==> config.mk <==
export PLATFORM = sky130hd
export DESIGN_NAME = dmem_arbiter
export DESIGN_NICKNAME = d
export VERILOG_FILES = /design/src/rtl/dmem_arbiter_pkg.sv /design/src/rtl/dmem_arbiter_rr_arbiter.sv /design/src/rtl/dmem_arbiter.sv
export SDC_FILE = /design/constraint.sdc
export NUM_CORES = 1
export LEC_CHECK = 0
export ABC_AREA = 1
export CORE_AREA = 2 2 108 110
export DETAILED_ROUTE_END_ITERATION = 10
export DIE_AREA = 0 0 110 112
export PLACE_DENSITY = 0.92
export SYNTH_ARGS = -nofsm -noshare
export SYNTH_HDL_FRONTEND = slang
export SYNTH_SLANG_ARGS = --single-unit
==> constraint.sdc <==
create_clock -name clk -period 4.2 [get_ports clk]
set_input_delay 1.26 -clock clk [delete_from_list [all_inputs] [get_ports clk]]
set_output_delay 1.26 -clock clk [all_outputs]
set_load 0.02 [all_outputs]
==> src/rtl/dmem_arbiter_pkg.sv <==
// Shared types for the data-memory arbiter.
// Optional feature macro: DMEM_ARB_TIMEOUT_EN (adds the RESP watchdog and ERR state).
package dmem_arbiter_pkg;

    // Arbiter FSM states; ERR is only reachable when the watchdog is compiled in.
    typedef enum logic [1:0] {
        IDLE  = 2'd0,
        ISSUE = 2'd1,
        RESP  = 2'd2,
        ERR   = 2'd3
    } arb_state_e;

    // Largest supported core count.
    localparam int MAX_CORES = 8;

    // Width of an owner / round-robin pointer for n cores (never below 1 bit).
    function automatic int owner_width(input int n);
        return (n > 1) ? $clog2(n) : 1;
    endfunction

    // Request bundle toward the data memory.
    typedef struct packed {
        logic        valid;
        logic        wen;
        logic        byte_not_word;
        logic [31:0] addr;
        logic [31:0] wdata;
    } mem_out_s;

    // Handshake and response bundle coming back from the data memory.
    typedef struct packed {
        logic        yumi;
        logic        rsp_valid;
        logic [31:0] rsp_data;
    } mem_in_s;

endpackage

==> src/rtl/dmem_arbiter_rr_arbiter.sv <==
// Combinational round-robin picker: first asserted request at or after
// i_ptr (wrapping modulo num_cores_p) wins.
module rr_arbiter
    import dmem_arbiter_pkg::*;
#(
    parameter int  num_cores_p = 2,
    localparam int OW          = owner_width(num_cores_p)
) (
    input  logic [num_cores_p-1:0] i_req,
    input  logic [OW-1:0]          i_ptr,
    output logic [num_cores_p-1:0] o_grant,
    output logic [OW-1:0]          o_idx,
    output logic                   o_valid
);

    localparam logic [OW:0] L_N = (OW+1)'(num_cores_p);

    logic [OW:0]   w_sum [num_cores_p];
    logic [OW-1:0] w_idx [num_cores_p];
    logic          w_valid;
    logic [OW-1:0] w_sel;

    // Candidate index for each scan position: (i_ptr + gi) mod num_cores_p.
    // i_ptr < num_cores_p, so a single conditional subtract wraps it.
    genvar gi;
    generate
        for (gi = 0; gi < num_cores_p; gi++) begin : g_rot
            assign w_sum[gi] = {1'b0, i_ptr} + (OW+1)'(gi);
            assign w_idx[gi] = (w_sum[gi] >= L_N) ? OW'(w_sum[gi] - L_N) : w_sum[gi][OW-1:0];
        end
    endgenerate

    // Scan candidates in rotated order and keep the first requester.
    always_comb begin
        w_valid = 1'b0;
        w_sel   = '0;
        for (int k = 0; k < num_cores_p; k++) begin
            if (!w_valid && i_req[w_idx[k]]) begin
                w_valid = 1'b1;
                w_sel   = w_idx[k];
            end
        end
    end

    generate
        for (gi = 0; gi < num_cores_p; gi++) begin : g_grant
            assign o_grant[gi] = w_valid && (w_sel == OW'(gi));
        end
    endgenerate

    assign o_idx   = w_sel;
    assign o_valid = w_valid;

endmodule

==> src/rtl/dmem_arbiter.sv <==
// Shares one data-memory port between num_cores_p cores, one transaction at a time.
// Optional feature macro: DMEM_ARB_TIMEOUT_EN (RESP watchdog, sticky ERR state, err_o port).
module dmem_arbiter
    import dmem_arbiter_pkg::*;
#(
    parameter int  num_cores_p = 2,
    parameter int  timeout_p   = 64,
    localparam int OW          = owner_width(num_cores_p)
) (
    input  logic                      clk,
    input  logic                      reset,
    input  logic [num_cores_p-1:0]    req_valid_i,
    input  logic [num_cores_p-1:0]    req_wen_i,
    input  logic [num_cores_p-1:0]    req_byte_i,
    input  logic [32*num_cores_p-1:0] req_addr_i,
    input  logic [32*num_cores_p-1:0] req_wdata_i,
    output logic [num_cores_p-1:0]    req_yumi_o,
    output logic [num_cores_p-1:0]    rsp_valid_o,
    output logic [31:0]               rsp_data_o,
    input  logic [num_cores_p-1:0]    rsp_yumi_i,
    output logic                      mem_valid_o,
    output logic                      mem_wen_o,
    output logic                      mem_byte_o,
    output logic [31:0]               mem_addr_o,
    output logic [31:0]               mem_wdata_o,
    input  logic                      mem_yumi_i,
    input  logic                      mem_rsp_valid_i,
    input  logic [31:0]               mem_rsp_data_i,
    output logic                      mem_rsp_yumi_o,
    output logic [OW-1:0]             owner_o,
    output logic                      busy_o
`ifdef DMEM_ARB_TIMEOUT_EN
    ,
    output logic                      err_o
`endif
);

    arb_state_e    r_state;
    logic [OW-1:0] r_rr_ptr;
    logic [OW-1:0] r_owner;
    logic          r_wen;
    logic          r_byte;
    logic [31:0]   r_addr;
    logic [31:0]   r_wdata;

    logic [31:0]            w_core_addr  [num_cores_p];
    logic [31:0]            w_core_wdata [num_cores_p];
    logic [num_cores_p-1:0] w_grant;
    logic [OW-1:0]          w_win_idx;
    logic                   w_win_valid;
    logic                   w_sel_wen;
    logic                   w_sel_byte;
    logic [31:0]            w_sel_addr;
    logic [31:0]            w_sel_wdata;
    logic                   w_live;
    logic                   w_issue;
    logic                   w_resp;
    logic                   w_done;
    logic [OW-1:0]          w_next_ptr;
    mem_in_s                w_mem_in;
    mem_out_s               w_mem_out;

    genvar gi;
    generate
        for (gi = 0; gi < num_cores_p; gi++) begin : g_unpack
            assign w_core_addr[gi]  = req_addr_i[gi*32 +: 32];
            assign w_core_wdata[gi] = req_wdata_i[gi*32 +: 32];
        end
    endgenerate

    rr_arbiter #(
        .num_cores_p (num_cores_p)
    ) u_rr (
        .i_req   (req_valid_i),
        .i_ptr   (r_rr_ptr),
        .o_grant (w_grant),
        .o_idx   (w_win_idx),
        .o_valid (w_win_valid)
    );

    // Select the winning core's request fields using the one-hot grant.
    always_comb begin
        w_sel_wen   = 1'b0;
        w_sel_byte  = 1'b0;
        w_sel_addr  = '0;
        w_sel_wdata = '0;
        for (int k = 0; k < num_cores_p; k++) begin
            if (w_grant[k]) begin
                w_sel_wen   = req_wen_i[k];
                w_sel_byte  = req_byte_i[k];
                w_sel_addr  = w_core_addr[k];
                w_sel_wdata = w_core_wdata[k];
            end
        end
    end

    assign w_mem_in   = '{yumi: mem_yumi_i, rsp_valid: mem_rsp_valid_i, rsp_data: mem_rsp_data_i};
    assign w_done     = w_mem_in.rsp_valid & rsp_yumi_i[r_owner];
    assign w_next_ptr = (r_owner == OW'(num_cores_p - 1)) ? '0 : r_owner + OW'(1);

`ifdef DMEM_ARB_TIMEOUT_EN
    localparam int TW = $clog2(timeout_p + 1);
    logic [TW-1:0] r_timer;
`else
    // timeout_p only matters when the watchdog is compiled in.
    logic w_unused_timeout;
    assign w_unused_timeout = (timeout_p > 0);
`endif

    // Arbiter FSM: latch the winner in IDLE, hold it in ISSUE, wait for the owner to take the response.
    always_ff @(posedge clk) begin
        if (reset) begin
            r_state  <= IDLE;
            r_rr_ptr <= '0;
            r_owner  <= '0;
            r_wen    <= 1'b0;
            r_byte   <= 1'b0;
            r_addr   <= '0;
            r_wdata  <= '0;
`ifdef DMEM_ARB_TIMEOUT_EN
            r_timer  <= '0;
`endif
        end else begin
            case (r_state)
                IDLE: begin
                    if (w_win_valid) begin
                        r_owner <= w_win_idx;
                        r_wen   <= w_sel_wen;
                        r_byte  <= w_sel_byte;
                        r_addr  <= w_sel_addr;
                        r_wdata <= w_sel_wdata;
                        r_state <= ISSUE;
                    end
                end
                ISSUE: begin
                    if (w_mem_in.yumi) begin
                        r_state <= RESP;
`ifdef DMEM_ARB_TIMEOUT_EN
                        r_timer <= '0;
`endif
                    end
                end
                RESP: begin
                    if (w_done) begin
                        r_state  <= IDLE;
                        r_rr_ptr <= w_next_ptr;
                    end
`ifdef DMEM_ARB_TIMEOUT_EN
                    else if (r_timer == TW'(timeout_p - 1)) begin
                        r_state <= ERR;
                    end else begin
                        r_timer <= r_timer + TW'(1);
                    end
`endif
                end
`ifdef DMEM_ARB_TIMEOUT_EN
                ERR: r_state <= ERR;
`endif
                default: r_state <= IDLE;
            endcase
        end
    end

    // Outputs are decoded from the registered state and forced to zero while reset is held.
    assign w_live  = ~reset;
    assign w_issue = w_live && (r_state == ISSUE);
    assign w_resp  = w_live && (r_state == RESP);

    assign w_mem_out = '{
        valid:         w_issue,
        wen:           w_issue & r_wen,
        byte_not_word: w_issue & r_byte,
        addr:          w_issue ? r_addr : 32'd0,
        wdata:         w_issue ? r_wdata : 32'd0
    };

    assign mem_valid_o = w_mem_out.valid;
    assign mem_wen_o   = w_mem_out.wen;
    assign mem_byte_o  = w_mem_out.byte_not_word;
    assign mem_addr_o  = w_mem_out.addr;
    assign mem_wdata_o = w_mem_out.wdata;

    generate
        for (gi = 0; gi < num_cores_p; gi++) begin : g_route
            assign req_yumi_o[gi]  = w_issue && w_mem_in.yumi && (r_owner == OW'(gi));
            assign rsp_valid_o[gi] = w_resp && w_mem_in.rsp_valid && (r_owner == OW'(gi));
        end
    endgenerate

    assign rsp_data_o     = w_resp ? w_mem_in.rsp_data : 32'd0;
    assign mem_rsp_yumi_o = w_resp & w_done;
    assign owner_o        = (w_live && (r_state != ERR)) ? r_owner : '0;
    assign busy_o         = w_live && (r_state != IDLE);
`ifdef DMEM_ARB_TIMEOUT_EN
    assign err_o          = w_live && (r_state == ERR);
`endif

endmodule

Word-level counts from Yosys, hierarchy flattened
Index checks and enable logic that the tools add are counted.
{"block": "totals", "register_bits": 70, "in_bits": 172, "word_cells": 77}
{"block": "op_classes", "addsub": 4, "order_cmp": 5, "eq_ne": 6, "n_mux": 29, "bitwise_logic": 7, "reduce_logical": 19}
{"operator": "32-bit 2-to-1 mux", "count": 7}
{"operator": "1-bit 2-to-1 mux", "count": 18}
{"operator": "1-bit logical AND", "count": 13}
{"operator": "1-bit by 2-bit < comparator with 1-bit output (second input constant)", "count": 3}
{"operator": "2-bit 2-to-1 mux", "count": 3}
{"operator": "2-bit inequality test (second input constant)", "count": 3}
{"operator": "2-bit one-hot mux with 3 select lines", "count": 1}
{"operator": "1-bit AND", "count": 4}
{"operator": "2-bit AND reduction", "count": 2}
{"operator": "1-bit inverter", "count": 3}
{"operator": "3-bit AND reduction", "count": 1}
{"operator": "1-bit by 1-bit adder with 2-bit output (second input constant)", "count": 1}
{"operator": "2-bit by 1-bit equality test with 1-bit output (second input constant)", "count": 1}
{"operator": "2-bit equality test (second input constant)", "count": 1}
{"operator": "1-bit by 2-bit >= comparator with 1-bit output (second input constant)", "count": 1}
{"operator": "2-bit >= comparator (second input constant)", "count": 1}
{"operator": "2-bit zero test", "count": 1}
{"operator": "2-bit by 1-bit inequality test with 1-bit output (second input constant)", "count": 1}
{"operator": "2-bit nonzero test", "count": 1}
{"operator": "1-bit subtractor (second input constant)", "count": 2}
{"operator": "1-bit adder (second input constant)", "count": 1}
{"operator": "1-bit zero test", "count": 1}

Longest topological paths before layout
{"block": "logic_depth", "ltp_word": 12, "ltp_mapped": 10}

By module
A second synthesis with hierarchy kept.
{"block": "hier_totals", "cells_unflattened": 758, "hier_area_um2": 4301.6}
{"module": "dmem_arbiter", "n_inst": 1, "cells_each": 751, "area_per_inst_um2": 4271.6, "seq_area_each_um2": 1401.3}
{"module": "rr_arbiter", "n_inst": 1, "cells_each": 7, "area_per_inst_um2": 30.0, "seq_area_each_um2": 0.0}

Worst setup path before layout
Ideal clock, no wire load.
{"block": "synth_timing", "path_kind": "input port to output port", "start": "in reset", "end": "out mem_wdata_o[10]", "arrival_ns": 2.257, "slack_ns": 0.683, "stages": 6, "path_buffers": 3, "cell_sequence": "buf_2 -> inv_1 -> nand3_1 -> buf_2 -> buf_2 -> nor2_1"}
{"block": "synth_between", "elab_chain_cells": 3}
{"item": "start: declaration", "line": "dmem_arbiter.sv:11", "text": "input logic reset,"}
{"item": "1-bit inverter", "line": "dmem_arbiter.sv:165", "text": "assign w_live = ~reset;"}
{"item": "1-bit logical AND", "line": "dmem_arbiter.sv:166", "text": "assign w_issue = w_live && (r_state == ISSUE);"}
{"item": "32-bit 2-to-1 mux", "line": "dmem_arbiter.sv:174", "text": "wdata: w_issue ? r_wdata : 32'd0"}
{"item": "end: declaration", "line": "dmem_arbiter.sv:25", "text": "output logic [31:0] mem_wdata_o,"}
Every way passes these cells.

Final worst setup path
{"block": "layout_timing", "start": "in rsp_yumi_i[1]", "end": "out mem_rsp_yumi_o"}
{"block": "layout_between", "elab_chain_cells": 4}
{"item": "start: declaration", "line": "dmem_arbiter.sv:20", "text": "input logic [num_cores_p-1:0] rsp_yumi_i,"}
{"item": "1-bit 2-to-1 mux (not written as such) (2 in series)", "line": "dmem_arbiter.sv:98", "text": "assign w_done = w_mem_in.rsp_valid & rsp_yumi_i[r_owner];"}
{"item": "1-bit AND", "line": "dmem_arbiter.sv:98"}
{"item": "1-bit AND", "line": "dmem_arbiter.sv:191", "text": "assign mem_rsp_yumi_o = w_resp & w_done;"}
{"item": "end: declaration", "line": "dmem_arbiter.sv:29", "text": "output logic mem_rsp_yumi_o,"}
Every way passes these cells. The select of a mux whose other input is x is not followed.

==> run_results.csv <==
group,metric,value,unit
floorplan,core,11200,sq um
sta,fmax,248,MHz
setup_path,r2r_end,"r_addr[21]",
drt,wl_per_cell,13.5,um
finish,antennaDiodeCount,0,
run,cap_violations,0,
worst_hold_path,min_path_cells,4,
place,place_hpwl,11600,um
floorplan,start_util,39.1,%
global_route,overflow,0,
sta,finalSetupTns,0,ns
setup_path,r2r_cells,7,
setup_path,reg2reg_from,"r_state[0]",
clock_tree,cts_hold_buffers,0,
yosys,synth.area.top_cells,"dfxtp_1 32%, nand2_1 17%, nor2_1 15%",
sta,finalClockSkew,0.00417,ns
sta,relSlewSlack,55.4,%
sta,finalCritPeriodShare,95.9,%
setup_path,rrSetupSlack,2.37,ns
yosys,async_flop_share,0,%
setup_path,required,2.94,ns
yosys,synth_cell_types,20,
clock_tree,clkSlewWorstSetupHoldPaths,0.05,ns
global_route,antenna_found_initial,0,
yosys,synth_top_area_share,32.1,%
clock_tree,cts_buffer_depth,2,
sta,holdWs,0.536,ns
pwr,ir_worst_vdd,0.219,mV
clock_tree,clk_latency,0.32,ns
floorplan,io_pins,278,
setup_path,crit_type,"primary input to output port",
place,port_buffers,277,
yosys,synthCells,777,
setup_path,slowest_delay,0.66,ns
drt,drcViolationCount,0,
floorplan,die_area,12300,sq um
run_status,status,"finished, final reports clean",
global_route,grt_pass1_vias,5408,
clock_tree,cts_htree_levels,3,
clock_tree,cts_setup_buffers,0,
drt,drt-initial-drc-count,304,
worst_hold_path,hp-start,"r_wdata[2]",
pwr,power.leakage,3.51,nW
sta,period_needed,4.03,ns
drt,post_drt_via_cell_ratio,4.73,
clock_tree,cts_tree,"built",
setup_path,worst_setup_path_end_kind,"output port",
yosys,yosys_warnings,0,
yosys,postSynthAreaPerCell,5.62,sq um
sta,slew_violations,0,
setup_path,crit_arrival,2.77,ns
sta,setup_viol,0,
place,gp_congestion,0.816,
clock_tree,cts-buffers-inserted,9,
yosys,ys_seq_area_share,32.1,%
yosys,synthTopCellsByCount,"201 x nand2_1, 169 x nor2_1, 151 x inv_1",
pwr,powerDensity,306,nW/um^2
clock_tree,cts_repair_resize_count,0,
floorplan,num_rows,39,
global_route,grt.total_usage,25.5,%
drt,firstDrtPassIters,4,
finish,final_util,67.0,%
global_route,grt_max_degree,61,
setup_path,critPathMaxFanout,2,
sta,rsz0062_at_grt,"no",
yosys,synth_ff_type,"dfxtp_1",
finish,final_layout_size_suffix_gt1_share,3.59,%
sta,hold_violations,0,
yosys,syn_nets,949,
sta,worstMarginPinSlew,0.667,ns
setup_path,cpMostUsedCell,"nand2_1",
drt,wl,15800,um
clock_tree,clock_sinks,70,
yosys,synth_most_common_cell,"nand2_1",
finish,fillers,994,
worst_hold_path,hold_class,"register to register",
floorplan,die_h,112,um
floorplan,die_w,110,um
worst_hold_path,hold_end,"r_wdata[2]",
yosys,yosysTopAreaCell,"dfxtp_1",
yosys,synth_edf_count,0,
finish,nNetsFinal,1199,
setup_path,critical_path.slowest_cell,"clkdlybuf4s50_1",
global_route,grt_pass1_wl,25000,um
setup_path,startpoint_type,"primary input",
finish,syn_to_final_growth,71.6,%
clock_tree,clockRootBuffer,"clkbuf_16",
yosys,syn_area,4360,sq um
drt,via_count,5554,
setup_path,cp_cell_sequence,"clkdlybuf4s50_1 -> nand2_1 -> nand2_1 -> nand2_1 -> nor2_1 -> clkdlybuf4s50_1",
drt,drtAntennaViolNets,0,
yosys,synth-seq-cells,70,
## per-layer routing
layer  vias to the layer above  track usage, %  part of all wire [%]
li1                       2799               -                     -
met1                      2476            26.9                    38
met2                       233            46.3                    50
met3                        46            4.68                   7.2
met4                         0            14.3                   4.6
met5                         -               0                     0
## cell type report
cell class | instances | area (sq um) | share of cell area (%)
inverters | 152 | 571 | 7.62
clock buffers | 10 | 239 | 3.19
repair buffers | 290 | 2880 | 38.4
flip-flops and latches | 70 | 1400 | 18.7
clock inverters | 6 | 85.1 | 1.14
well taps | 143 | 179 | 2.39
multi-input cells | 504 | 2140 | 28.5
## critical path, delay by kind of cell
kind	cells	cell delay [ns]
buffers and inverters	2	1.11
and+or+nand+nor	4	0.39
## registers in the layout, indices dropped and copies added (netlist names)
signal / flops
r_addr: 32
r_wdata: 32
r_state: 2
r_byte: 1
r_owner: 1
r_rr_ptr: 1
r_wen: 1
## kinds of logic (layout without fill, tap and decap cells)
family                 count (synthesis)  after routing  share of synthesized area (%)
AO/OA/AOI/OAI                         44             44                           5.42
buffers and inverters                203            458                           19.2
flip-flops                            70             70                           32.1
AND/OR/NAND/NOR                      460            460                           43.3
## worst max-delay path by stage
| stage | from | endpoint | slack, ns | cells past startpoint |
|---|---|---|---|---|
| global route | rsp_yumi_i[1] | mem_rsp_yumi_o | 0.10 | 6 |
| global placement | rsp_yumi_i[1] | mem_rsp_yumi_o | 0.20 | 6 |
| floorplan | reset | mem_wdata_o[10] | 0.68 | 6 |
| CTS | rsp_yumi_i[1] | mem_rsp_yumi_o | 0.17 | 6 |
| detailed placement | rsp_yumi_i[1] | mem_rsp_yumi_o | 0.19 | 6 |
| finish | rsp_yumi_i[1] | mem_rsp_yumi_o | 0.17 | 6 |
## where the power goes
group / switching, mW / internal, mW / total [mW]
clock: 0.288 / 0.534 / 0.822
sequential: 0.0312 / 0.744 / 0.776
combinational: 0.373 / 0.319 / 0.692
total: 0.692 / 1.60 / 2.29
## stage by stage
step / cells / setup slack [ns] / power (mW) / area, sq um
finish: 1175 / 0.172 / 2.29 / 7490
CTS: 1175 / 0.173 / 2.31 / 7490
global route: 1175 / 0.102 / 2.42 / 7490
detailed placement: 1159 / 0.189 / 1.48 / 7170
floorplan: 777 / 0.683 / 1.18 / 4360
global placement: 1159 / 0.200 / 1.47 / 7170
## placed cells by master (no fill, tap or decap), drive strengths merged
cell | Yosys | routed
inv | 152 | 152
o21ai | 3 | 3
clkdlybuf4s50 | 0 | 276
nor2 | 171 | 171
bufinv | 0 | 2
nand3 | 56 | 56
buf | 35 | 14
nand2 | 202 | 202
nor3 | 2 | 2
nand4 | 29 | 29
o22ai | 1 | 1
clkinv | 0 | 2
dfxtp | 70 | 70
a21oi | 40 | 40
clkbuf | 16 | 10
clkinvlp | 0 | 2
Power figures use the tool's default switching activity.
